File: config.mk
export PLATFORM = sky130hd
export DESIGN_NAME = ctrl_frame_decoder
export DESIGN_NICKNAME = d
export VERILOG_FILES = /design/src/rtl/ctrl_frame_decoder.sv
export SDC_FILE = /design/constraint.sdc
export NUM_CORES = 1
export LEC_CHECK = 0
export ABC_AREA = 1
export CAP_MARGIN = 20
export CORE_MARGIN = 5
export CORE_UTILIZATION = 54
export CTS_BUF_LIST = sky130_fd_sc_hd__clkbuf_16
export DETAILED_ROUTE_END_ITERATION = 6
export PLACE_DENSITY = 0.89
export SYNTH_ARGS = -nofsm -noshare
export SYNTH_HDL_FRONTEND = slang
export SYNTH_SLANG_ARGS = --single-unit
File: constraint.sdc
create_clock -name i_clk -period 2.25 [get_ports i_clk]
set_input_delay 0.225 -clock i_clk [delete_from_list [all_inputs] [get_ports i_clk]]
set_output_delay 0.225 -clock i_clk [all_outputs]
set_load 0.05 [all_outputs]
File: src/rtl/ctrl_frame_decoder.sv
// ctrl_frame_decoder
//
// Turns the UART receiver's byte stream into validated controller commands.
// A frame is three bytes: HEADER, command, checksum, where the checksum is the
// bitwise inverse of the command. The last good command is held on o_cmd until
// a newer good frame replaces it. If no good frame arrives for LINK_TIMEOUT
// cycles, the command is cleared so that a stalled link cannot leave a button
// held down.
//
// Optional build macro: CTRL_FRAME_STATS_EN
//   defined   : o_err_cnt is a saturating count of checksum failures plus
//               inter-byte gap timeouts.
//   undefined : no error counter is built and o_err_cnt is tied to zero.
//
// Ports:
//   i_clk      receiver clock
//   i_rst_n    asynchronous active-low reset
//   i_data     received byte, sampled on the rising edge of i_valid
//   i_valid    byte-valid from the receiver; may stay high for several cycles
//   o_cmd      last validated command byte
//   o_cmd_stb  one-cycle pulse when a good frame updates o_cmd
//   o_press    bits that rose in o_cmd, pulsed together with o_cmd_stb
//   o_link_ok  high while good frames keep arriving within LINK_TIMEOUT
//   o_err_cnt  saturating count of rejected frames (zero without the macro)

module ctrl_frame_decoder #(
  parameter logic [7:0] HEADER       = 8'hA5,
  parameter int         GAP_TIMEOUT  = 3226,
  parameter int         LINK_TIMEOUT = 322600
) (
  input  logic       i_clk,
  input  logic       i_rst_n,
  input  logic [7:0] i_data,
  input  logic       i_valid,
  output logic [7:0] o_cmd,
  output logic       o_cmd_stb,
  output logic [7:0] o_press,
  output logic       o_link_ok,
  output logic [7:0] o_err_cnt
);

  localparam int GW = $clog2(GAP_TIMEOUT + 1);
  localparam int LW = $clog2(LINK_TIMEOUT + 1);

  localparam logic [GW-1:0] GAP_LAST  = GW'(GAP_TIMEOUT - 1);
  localparam logic [LW-1:0] LINK_LAST = LW'(LINK_TIMEOUT - 1);
  localparam logic [LW-1:0] LINK_MAX  = LW'(LINK_TIMEOUT);

  typedef enum logic [1:0] {
    WAIT_HDR,
    GET_CMD,
    GET_CHK
  } state_t;

  state_t        state;
  logic          valid_d;
  logic [7:0]    cmd_tmp;
  logic [GW-1:0] gap_cnt;
  logic [LW-1:0] link_cnt;

  logic strobe;
  logic chk_ok;
  logic good_frame;
  logic gap_expired;
  logic link_expiring;

  // A long valid pulse must count as one byte, so only its rising edge is used.
  assign strobe        = i_valid & ~valid_d;
  assign chk_ok        = (i_data == ~cmd_tmp);
  assign good_frame    = strobe && (state == GET_CHK) && chk_ok;
  // The gap timer only runs mid-frame; a strobe in the same cycle restarts it.
  assign gap_expired   = !strobe && (state != WAIT_HDR) && (gap_cnt == GAP_LAST);
  // True only on the single cycle the link timer steps onto its limit.
  assign link_expiring = (link_cnt == LINK_LAST);

  always_ff @(posedge i_clk or negedge i_rst_n) begin
    if (!i_rst_n) begin
      state     <= WAIT_HDR;
      valid_d   <= 1'b0;
      cmd_tmp   <= 8'h00;
      gap_cnt   <= '0;
      link_cnt  <= '0;
      o_cmd     <= 8'h00;
      o_cmd_stb <= 1'b0;
      o_press   <= 8'h00;
      o_link_ok <= 1'b0;
    end else begin
      valid_d   <= i_valid;
      o_cmd_stb <= 1'b0;
      o_press   <= 8'h00;

      case (state)
        WAIT_HDR: begin
          gap_cnt <= '0;
          if (strobe && (i_data == HEADER)) begin
            state <= GET_CMD;
          end
        end
        GET_CMD: begin
          if (strobe) begin
            cmd_tmp <= i_data;
            gap_cnt <= '0;
            state   <= GET_CHK;
          end else if (gap_expired) begin
            gap_cnt <= '0;
            state   <= WAIT_HDR;
          end else begin
            gap_cnt <= gap_cnt + 1'b1;
          end
        end
        GET_CHK: begin
          if (strobe) begin
            gap_cnt <= '0;
            // A failing checksum byte that is itself a header starts a new frame.
            if (!chk_ok && (i_data == HEADER)) begin
              state <= GET_CMD;
            end else begin
              state <= WAIT_HDR;
            end
          end else if (gap_expired) begin
            gap_cnt <= '0;
            state   <= WAIT_HDR;
          end else begin
            gap_cnt <= gap_cnt + 1'b1;
          end
        end
        default: begin
          gap_cnt <= '0;
          state   <= WAIT_HDR;
        end
      endcase

      // A good frame takes priority over a link timeout in the same cycle.
      if (good_frame) begin
        o_cmd     <= cmd_tmp;
        o_cmd_stb <= 1'b1;
        o_press   <= cmd_tmp & ~o_cmd;
        o_link_ok <= 1'b1;
        link_cnt  <= '0;
      end else begin
        if (link_cnt != LINK_MAX) begin
          link_cnt <= link_cnt + 1'b1;
        end
        if (link_expiring) begin
          o_cmd     <= 8'h00;
          o_link_ok <= 1'b0;
        end
      end
    end
  end

`ifdef CTRL_FRAME_STATS_EN
  logic       err_event;
  logic [7:0] err_cnt;

  // Header mismatches while idle are ordinary line noise and are not counted.
  assign err_event = (strobe && (state == GET_CHK) && !chk_ok) || gap_expired;

  always_ff @(posedge i_clk or negedge i_rst_n) begin
    if (!i_rst_n) begin
      err_cnt <= 8'h00;
    end else if (err_event && (err_cnt != 8'hFF)) begin
      err_cnt <= err_cnt + 8'h01;
    end
  end

  assign o_err_cnt = err_cnt;
`else
  assign o_err_cnt = 8'h00;
`endif

endmodule

==> flow_summary.ini, run 1 <==
[run_status]
status = finished, final reports clean

[floorplanning]
die_x_um = 87.2
coreArea_um2 = 5850
initial_utilization_pct = 55.1
io_pins = 37
rows = 28
dieArea_um2 = 7610
die_y_um = 87.2

[hold_path]
worstHoldPathType = in -> reg

[yosys]
seq_area_frac_synth_pct = 46.6
synth_flop_cell = dfrtp_1
synth_cell_types = 28
synth_edf_count = 0
ys_warn_count = 0
synthArstFlopShare_pct = 100
syn_area_um2 = 3220
netlist_instances = 423
yosys_register_bits = 60
syn_avg_cell_area_um2 = 7.62

[clock_network]
tritoncts = done
clock_latency_ps = 330
path_clk_slew_ps = 50
cts_max_level = 3
cts_buffers = 9
post_cts_resized = 0
cts_setup_buffers = 0
clock_sinks = 60
clk_path_buf_depth = 2
cts_root_buf = clkbuf_16

[setup_path]
r2r_slack_ps = 370
end_kind = flop
crit_path_end = gap_cnt[11]
worstSetupStartpoint = state[0]
cp-start-kind = flop
worst-path-max-fanout = 12
rr_endpoint = gap_cnt[11]
cp.required_ps = 2510
cp.arrival_ps = 2140
reg2reg_from = state[0]
ff2ff_path_depth = 9
crit_type = reg -> reg

[drt]
drt-wirelength-per-cell_um = 13.0
drt_iter0_markers = 140
routed_wl_um = 6990
final_antenna_net_count = 0
vias_per_cell = 5.08
vias = 2738
first_pass_iters = 5
drt_drc_violations_left = 0

[grt]
antenna_found_initial = 0
grt_pass1_wl_um = 12400
grt_pass1_vias = 2882
grt_use_total_pct = 20.8
overflow = 0
grt_max_degree = 32

[placement]
gp_congestion = 0.859
io_buffers = 28
hpwl_um = 5110

[pwr]
ir_worst_vdd_uv = 680
powerDensity_nw_per_um2 = 953
p_leak_nw = 2.04
total_power_mw = 3.72

[sta]
tightest_slew_ps = 724
hold_viol_final = 0
fmax_mhz = 531
fin_skew_ps = 6.85
fin_crit_ps = 1880
maxSlewHeadroom_pct = 51.7
setup-tns-final_ps = 0
final_max_slew_viol_count = 0
whs_ps = 373
setup-violations-final = 0
rsz0062_at_grt = no
fin_crit_sh_pct = 83.7

[finish]
final_common_cell = nand2_1
seq_area_um2 = 1500
fillers = 444
final_net_count = 479
multi_input_area_um2 = 1380
area_growth_pct = 21.0
mostFrequentLayoutCells = nand2_1 (118), inv_1 (71), dfrtp_1 (60), nor2_1 (50), nand3_1 (35)
antenna_cells = 0
drive_gt1_share_pct = 6.68
fin_util_pct = 66.6

[run]
max-cap-violations = 0
## critical path, stage by stage (launching register included)
cell and delay [ps]:
dfrtp_1 410, inv_1 120, ha_1 250, nor2_1 70, nand2_1 70, nor2_1 40
nand2_1 110, nand3_1 350, a21oi_1 240, and2_1 140
## routing by layer
metal,vias up,track usage [%],part of all wire [%]
met5,-,0,0
li1,1357,-,-
met3,17,7.28,4.9
met4,0,7.95,2.0
met1,1291,23.6,40
met2,73,35.7,53
## state kept, by name (all words and copies together), names as in the netlist
name       flops
gap_cnt       12
state          2
o_press        8
valid_d        1
cmd_tmp        8
o_cmd_stb      1
o_cmd          8
link_cnt      19
o_link_ok      1
## final cells by class
type	count	area share (%)
tap	75	2.41
sequential	60	38.5
clock inverter	6	2.66
inverter	72	6.93
timing repair buffer	33	8.41
multi-input combinational	284	35.3
clock buffer	9	5.78
## cells in the mapped netlist, types with 2 or more instances
cell type | number | area (um^2)
nand2_1 | 118 | 443
inv_1 | 71 | 267
dfrtp_1 | 60 | 1500
nor2_1 | 50 | 188
nand3_1 | 35 | 175
nor3_1 | 16 | 80.1
o21ai_0 | 13 | 65.1
xor2_1 | 9 | 78.8
buf_4 | 8 | 60.1
ha_1 | 8 | 100
a21oi_1 | 5 | 25.0
nand4_1 | 5 | 31.3
buf_2 | 3 | 15.0
nor2_2 | 3 | 18.8
nor3_2 | 3 | 30.0
buf_6 | 2 | 22.5
nor3b_1 | 2 | 15.0
xnor2_1 | 2 | 17.5
## cells by family (layout without fill, tap and decap cells)
| family | Yosys count | after routing | share of synthesized area [%] |
|---|---|---|---|
| buf+inv | 86 | 120 | 11.5 |
| compound gates | 19 | 19 | 3.03 |
| simple gates | 238 | 238 | 32.6 |
| other cells | 1 | 8 | 0.116 |
| fa+ha+maj | 8 | 8 | 3.11 |
| xor+xnor | 11 | 11 | 2.99 |
| flops | 60 | 60 | 46.6 |
## repair_timing
action,in CTS,in global routing
setup endpoints to repair,0,0
hold endpoints to repair,30,0
hold buffers,1,0
## power by group
part           internal, mW  switching [mW]
clock network          1.07           0.457
registers              1.24           0.167
logic                 0.255           0.529
## stage by stage
| stage | worst slack, ps | instance area, um^2 | cells |
|---|---|---|---|
| 2_1_floorplan | 799 | 3250 | 430 |
| 5_1_grt | 157 | 3900 | 539 |
| 3_3_place_gp | 457 | 3560 | 523 |
| 6_report | 367 | 3900 | 539 |
| 3_5_place_dp | 352 | 3560 | 523 |
| 4_1_cts | 372 | 3900 | 539 |
## worst min-delay path by stage
stage            start           end  slack [ps]  depth (start not counted)
6_report       i_valid       valid_d         370                          1
3_3_place_gp   i_rst_n  link_cnt[11]         320                          1
5_1_grt        i_valid       valid_d         390                          1
4_1_cts        i_valid       valid_d         380                          1
2_1_floorplan  i_rst_n    cmd_tmp[0]         -70                          0
3_5_place_dp   i_rst_n  link_cnt[11]         320                          1
(Power assumes the default switching activity.)
==> inputs of run 2 (changes only) <==
--- a/config.mk
+++ b/config.mk
@@ -8,10 +8,10 @@
 export ABC_AREA = 1
 export CAP_MARGIN = 20
 export CORE_MARGIN = 5
-export CORE_UTILIZATION = 54
+export CORE_UTILIZATION = 51
 export CTS_BUF_LIST = sky130_fd_sc_hd__clkbuf_16
 export DETAILED_ROUTE_END_ITERATION = 6
-export PLACE_DENSITY = 0.89
+export PLACE_DENSITY = 0.88
 export SYNTH_ARGS = -nofsm -noshare
 export SYNTH_HDL_FRONTEND = slang
 export SYNTH_SLANG_ARGS = --single-unit
==> constraint.sdc (replaced) <==
create_clock -name i_clk -period 1.57 [get_ports i_clk]
set_input_delay 0.157 -clock i_clk [delete_from_list [all_inputs] [get_ports i_clk]]
set_output_delay 0.157 -clock i_clk [all_outputs]
set_load 0.05 [all_outputs]
==> run 2 against run 1 <==
Effect of this change: maximum frequency is 24% higher; critical path type unchanged; global-route usage is 1.7 points lower; clock skew is 2.5 ps higher; register-to-register slack worse by 320 ps; utilization is 2.2 points lower; die area is 5.2% higher; clock power is 11% higher; routed wire length is 4.9% higher; flip-flop and latch count stayed put.
==> flow_summary.ini, run 2 (synthesized netlist as in run 1, its figures left out) <==
[floorplanning]
io_pins = 37
die_x_um = 89.5
rows = 29
coreArea_um2 = 6240
die_y_um = 89.5
initial_utilization_pct = 51.6
dieArea_um2 = 8010

[setup_path]
worst-path-max-fanout = 3
crit_top_cell = nand2_1
end_kind = flop
cp_slowest_stage_delay_ps = 370
reg2reg_from = link_cnt[0]
cp_cell_sequence = buf_4 -> inv_1 -> ha_1 -> nand2_1 -> nor2_1 -> nand3_1 -> nand2_1 -> nand2_1 -> nand3_1 -> inv_1
rr_endpoint = link_cnt[2]
cp.required_ps = 1790
ff2ff_path_depth = 10
crit_path_end = link_cnt[2]
cp.arrival_ps = 1740
crit_type = reg -> reg
cp-start-kind = flop
slowest_stage = dfrtp_1
r2r_slack_ps = 50
worstSetupStartpoint = link_cnt[0]

[finish]
final_common_cell = nand2_1
final_net_count = 501
largest_register = link_cnt
antenna_cells = 0
mostFrequentLayoutCells = nand2_1 (117), inv_1 (69), dfrtp_1 (59), nor2_1 (45), buf_4 (40)
drive_gt1_share_pct = 18.1
instances_no_fill = 563
fillers = 501
largest_reg_flops = 19
fin_area_um2 = 4020
area_growth_pct = 24.8
reg.largest.list = link_cnt (19), gap_cnt (12)

[placement]
hpwl_um = 5080
postPlaceCellArea_um2 = 3640
io_buffers = 28
dp.cells = 542
gp_congestion = 0.921

[drt]
final_antenna_net_count = 0
vias_per_cell = 5.06
drt-wirelength-per-cell_um = 13.0
first_pass_iters = 5
vias = 2851
drt_drc_violations_left = 0
drt_iter0_markers = 177
routed_wl_um = 7330

[clock_network]
clock_latency_ps = 330
clk_path_buf_depth = 2
clock_sinks = 60
path_clk_slew_ps = 50
cts_max_level = 3
cts_buffers = 9
cts_root_buf = clkbuf_16
tritoncts = done

[run_status]
status = finished, final reports clean

[pwr]
powerDensity_nw_per_um2 = 1270
p_leak_nw = 2.16
ir_worst_vdd_uv = 982

[grt]
grt_pass1_wl_um = 11500
grt_pass1_vias = 2627
grt-busiest-layer = met2
grt_max_degree = 27
met1_usage_pct = 22.4
antenna_found_initial = 0
grtUsageMet3_pct = 6.27
met2_usage_pct = 32.5
overflow = 0
grt_use_total_pct = 19.1

[sta]
fin_crit_sh_pct = 96.9
final_max_slew_viol_count = 0
fmax_mhz = 658
setup-violations-final = 0
rsz0062_at_grt = yes
hold_viol_final = 0
fin_crit_ps = 1520
fin_skew_ps = 9.32

[run]
max-cap-violations = 0

[hold_path]
worstHoldPathType = in -> async
[run 2: cell count changes in the layout (fill, tap and decap cells not counted), sizes merged]
| cell | change |
|---|---|
| buf | +40 |
| bufinv | -3 |
| clkdlybuf4s50 | -18 |
| inv | +3 |
[run 2: area by class of cell]
| type | instances | area [um^2] | share of cell area [%] |
|---|---|---|---|
| clock buffer | 9 | 225 | 5.60 |
| clock inverter | 6 | 26.3 | 0.653 |
| inverter | 72 | 270 | 6.72 |
| multi-input combinational | 284 | 1440 | 35.8 |
| sequential | 60 | 1500 | 37.4 |
| tap | 77 | 96.3 | 2.40 |
| timing repair buffer | 55 | 459 | 11.4 |
[run 2: worst min-delay path by stage]
stage,cells past startpoint,from,endpoint
after floorplan,0,i_rst_n,cmd_tmp[0]
after global placement,1,i_rst_n,link_cnt[13]
after detailed placement,1,i_rst_n,link_cnt[15]
after CTS,2,i_rst_n,link_cnt[3]
after global routing,1,i_valid,valid_d
final,2,i_rst_n,link_cnt[3]
[run 2: where the power goes]
group / switching [mW] / internal, mW
clock network: 0.652 / 1.03
logic: 0.866 / 0.544
registers: 0.245 / 1.78
[run 2: layer usage]
layer	routed length, um	share of wire, %
met1	2970	41
met3	371	5.1
met4	155	2.1
met5	0	0
met2	3830	52
[run 2: timing repair]
| action | in CTS | in global routing |
|---|---|---|
| endpoints found under the hold margin | 16 | 0 |
| gates resized for setup | 2 | 25 |
| hold buffers | 1 | 0 |
| setup endpoints to repair | 8 | 44 |
| pin swaps | 0 | 4 |
| buffers inserted | 0 | 5 |
[run 2: critical path, delay by kind of cell (launching register included)]
kind | cells | cell delay, ps
and+or+nand+nor | 6 | 600
DFF | 1 | 370
buffers and inverters | 3 | 280
adders and majority gates | 1 | 160
[run 2: through the flow]
stage / utilization [%] / total power [mW] / setup slack, ps / hold slack (ps) / TNS, ps
finish: 64.4 / 5.12 / 49.1 / 304 / 0
global route: 64.4 / 5.42 / -35.7 / 314 / -190
CTS: 62.7 / 4.97 / 19.2 / 312 / 0
detailed placement: 58.4 / 3.24 / -139 / 118 / -2880
global placement: 58.4 / 3.17 / -80.3 / 112 / -1690
floorplan: - / 2.83 / 119 / -139 / 0
==> inputs of run 3 (changes only) <==
--- a/config.mk
+++ b/config.mk
@@ -11,6 +11,7 @@
 export CORE_UTILIZATION = 51
 export CTS_BUF_LIST = sky130_fd_sc_hd__clkbuf_16
 export DETAILED_ROUTE_END_ITERATION = 6
+export MAX_ROUTING_LAYER = met4
 export PLACE_DENSITY = 0.88
 export SYNTH_ARGS = -nofsm -noshare
 export SYNTH_HDL_FRONTEND = slang
==> run 3 against run 2 <==
Effect of this change: register-to-register slack is essentially flat; maximum frequency grew 0.41%; utilization is the same; routed wire length is the same; hold slack lost 2.5 ps; design area is the same; clock power is essentially flat; largest cell class unchanged.
==> flow_summary.ini, run 3 (synthesized netlist as in run 1, its figures left out) <==
[sta]
setup_slack_ps = 55.3
setup-violations-final = 0
fin_crit_ps = 1510
fin_crit_sh_pct = 96.5
fin_skew_ps = 8.35
hold_viol_final = 0
setup-tns-final_ps = 0
final_max_slew_viol_count = 0
fmax_mhz = 660
rsz0062_at_grt = yes

[floorplanning]
die_y_um = 89.5
rows = 29
dieArea_um2 = 8010
initial_utilization_pct = 51.6
die_x_um = 89.5
io_pins = 37
coreArea_um2 = 6240

[grt]
overflow = 0
grt_pass1_vias = 2631
antenna_found_initial = 0
grt_max_degree = 27
grt_pass1_wl_um = 11600
grt_use_total_pct = 19.7

[clock_network]
cts_max_level = 3
clock_sinks = 60
tritoncts = done
path_clk_slew_ps = 50
clock_latency_ps = 330
cts_root_buf = clkbuf_16
clk_path_buf_depth = 2
cts_buffers = 9

[setup_path]
cp_slowest_stage_delay_ps = 370
slowest_stage = dfrtp_1
cp-start-kind = flop
worst-path-max-fanout = 3
crit_top_cell = nand2_1
worst-path-buf-inv = 3
cp.required_ps = 1790
crit_type = reg -> reg
cp_cell_sequence = buf_4 -> inv_1 -> ha_1 -> nand2_1 -> nor2_1 -> nand3_1 -> nand2_1 -> nand2_1 -> nand3_1 -> inv_1
critPathTopFamily = simple AND/OR/NAND/NOR gates
cp.arrival_ps = 1730
end_kind = flop

[finish]
area_growth_pct = 24.8
antenna_cells = 0
final_common_cell = nand2_1
largest_reg_flops = 19
mostFrequentLayoutCells = nand2_1 (117), inv_1 (69), dfrtp_1 (59), nor2_1 (45), buf_4 (40)
reg.largest.list = link_cnt (19), gap_cnt (12)
drive_gt1_share_pct = 18.1
largest_register = link_cnt
fillers = 501
final_net_count = 501

[drt]
vias = 2846
drt_drc_violations_left = 0
routed_wl_um = 7330
final_antenna_net_count = 0
drt_iter0_markers = 210
first_pass_iters = 4
drt-wirelength-per-cell_um = 13.0
vias_per_cell = 5.06

[hold_path]
worstHoldPathType = in -> async

[placement]
place_ws_ps = -139
hpwl_um = 5080
gp_congestion = 0.937
io_buffers = 28

[run]
max-cap-violations = 0

[pwr]
powerDensity_nw_per_um2 = 1270
total_power_mw = 5.11
ir_worst_vdd_uv = 981
p_leak_nw = 2.16

[run_status]
status = finished, final reports clean
run 3: path summary, 6_finish.rpt:
path / startpoint / to / slack [ps] / cells after the start
worst min register to register: o_cmd[0] / o_press[0] / 470 / 1
max in group asynchronous: i_rst_n / gap_cnt[2] / 670 / 3
worst max-delay path: link_cnt[0] / link_cnt[2] / 60 / 10
worst min-delay path: i_rst_n / link_cnt[3] / 300 / 2
worst max register to register: link_cnt[0] / link_cnt[2] / 60 / 10
min in group i_clk: i_valid / valid_d / 310 / 1
run 3: what timing repair did:
item | in CTS | in global routing
pin swaps | 0 | 4
buffers inserted | 0 | 5
hold endpoints to repair | 16 | 0
hold buffers | 1 | 0
endpoints found under the setup margin | 8 | 44
resized for setup | 2 | 25
run 3: final cells by class:
class | instances | area [um^2] | area share [%]
flip-flops and latches | 60 | 1500 | 37.4
multi-input cells | 284 | 1440 | 35.8
repair buffers | 55 | 459 | 11.4
inverters | 72 | 270 | 6.72
clock buffers | 9 | 225 | 5.60
well taps | 77 | 96.3 | 2.40
clock inverters | 6 | 26.3 | 0.653
run 3: per-stage QoR:
| step | area [um^2] | utilization (%) | hold slack [ps] | std cells |
|---|---|---|---|---|
| final | 4020 | 64.4 | 302 | 563 |
| after floorplan | 3250 | - | -139 | 430 |
| after global routing | 4020 | 64.4 | 314 | 563 |
| after global placement | 3640 | 58.4 | 112 | 542 |
| after detailed placement | 3640 | 58.4 | 118 | 542 |
| after CTS | 3910 | 62.7 | 312 | 558 |
run 3: layer usage:
metal | wire (um) | global-route usage, % | part of all wire (%)
met1 | 2950 | 22.5 | 40
met3 | 416 | 6.82 | 5.7
met5 | 0 | - | 0
met2 | 3830 | 32.5 | 52
met4 | 137 | 6.63 | 1.9
run 3: report_power, final:
part / leakage [nW] / switching, mW / internal [mW]
Combinational: 1.24 / 0.865 / 0.544
Clock: 0.139 / 0.648 / 1.03
Sequential: 0.789 / 0.246 / 1.78
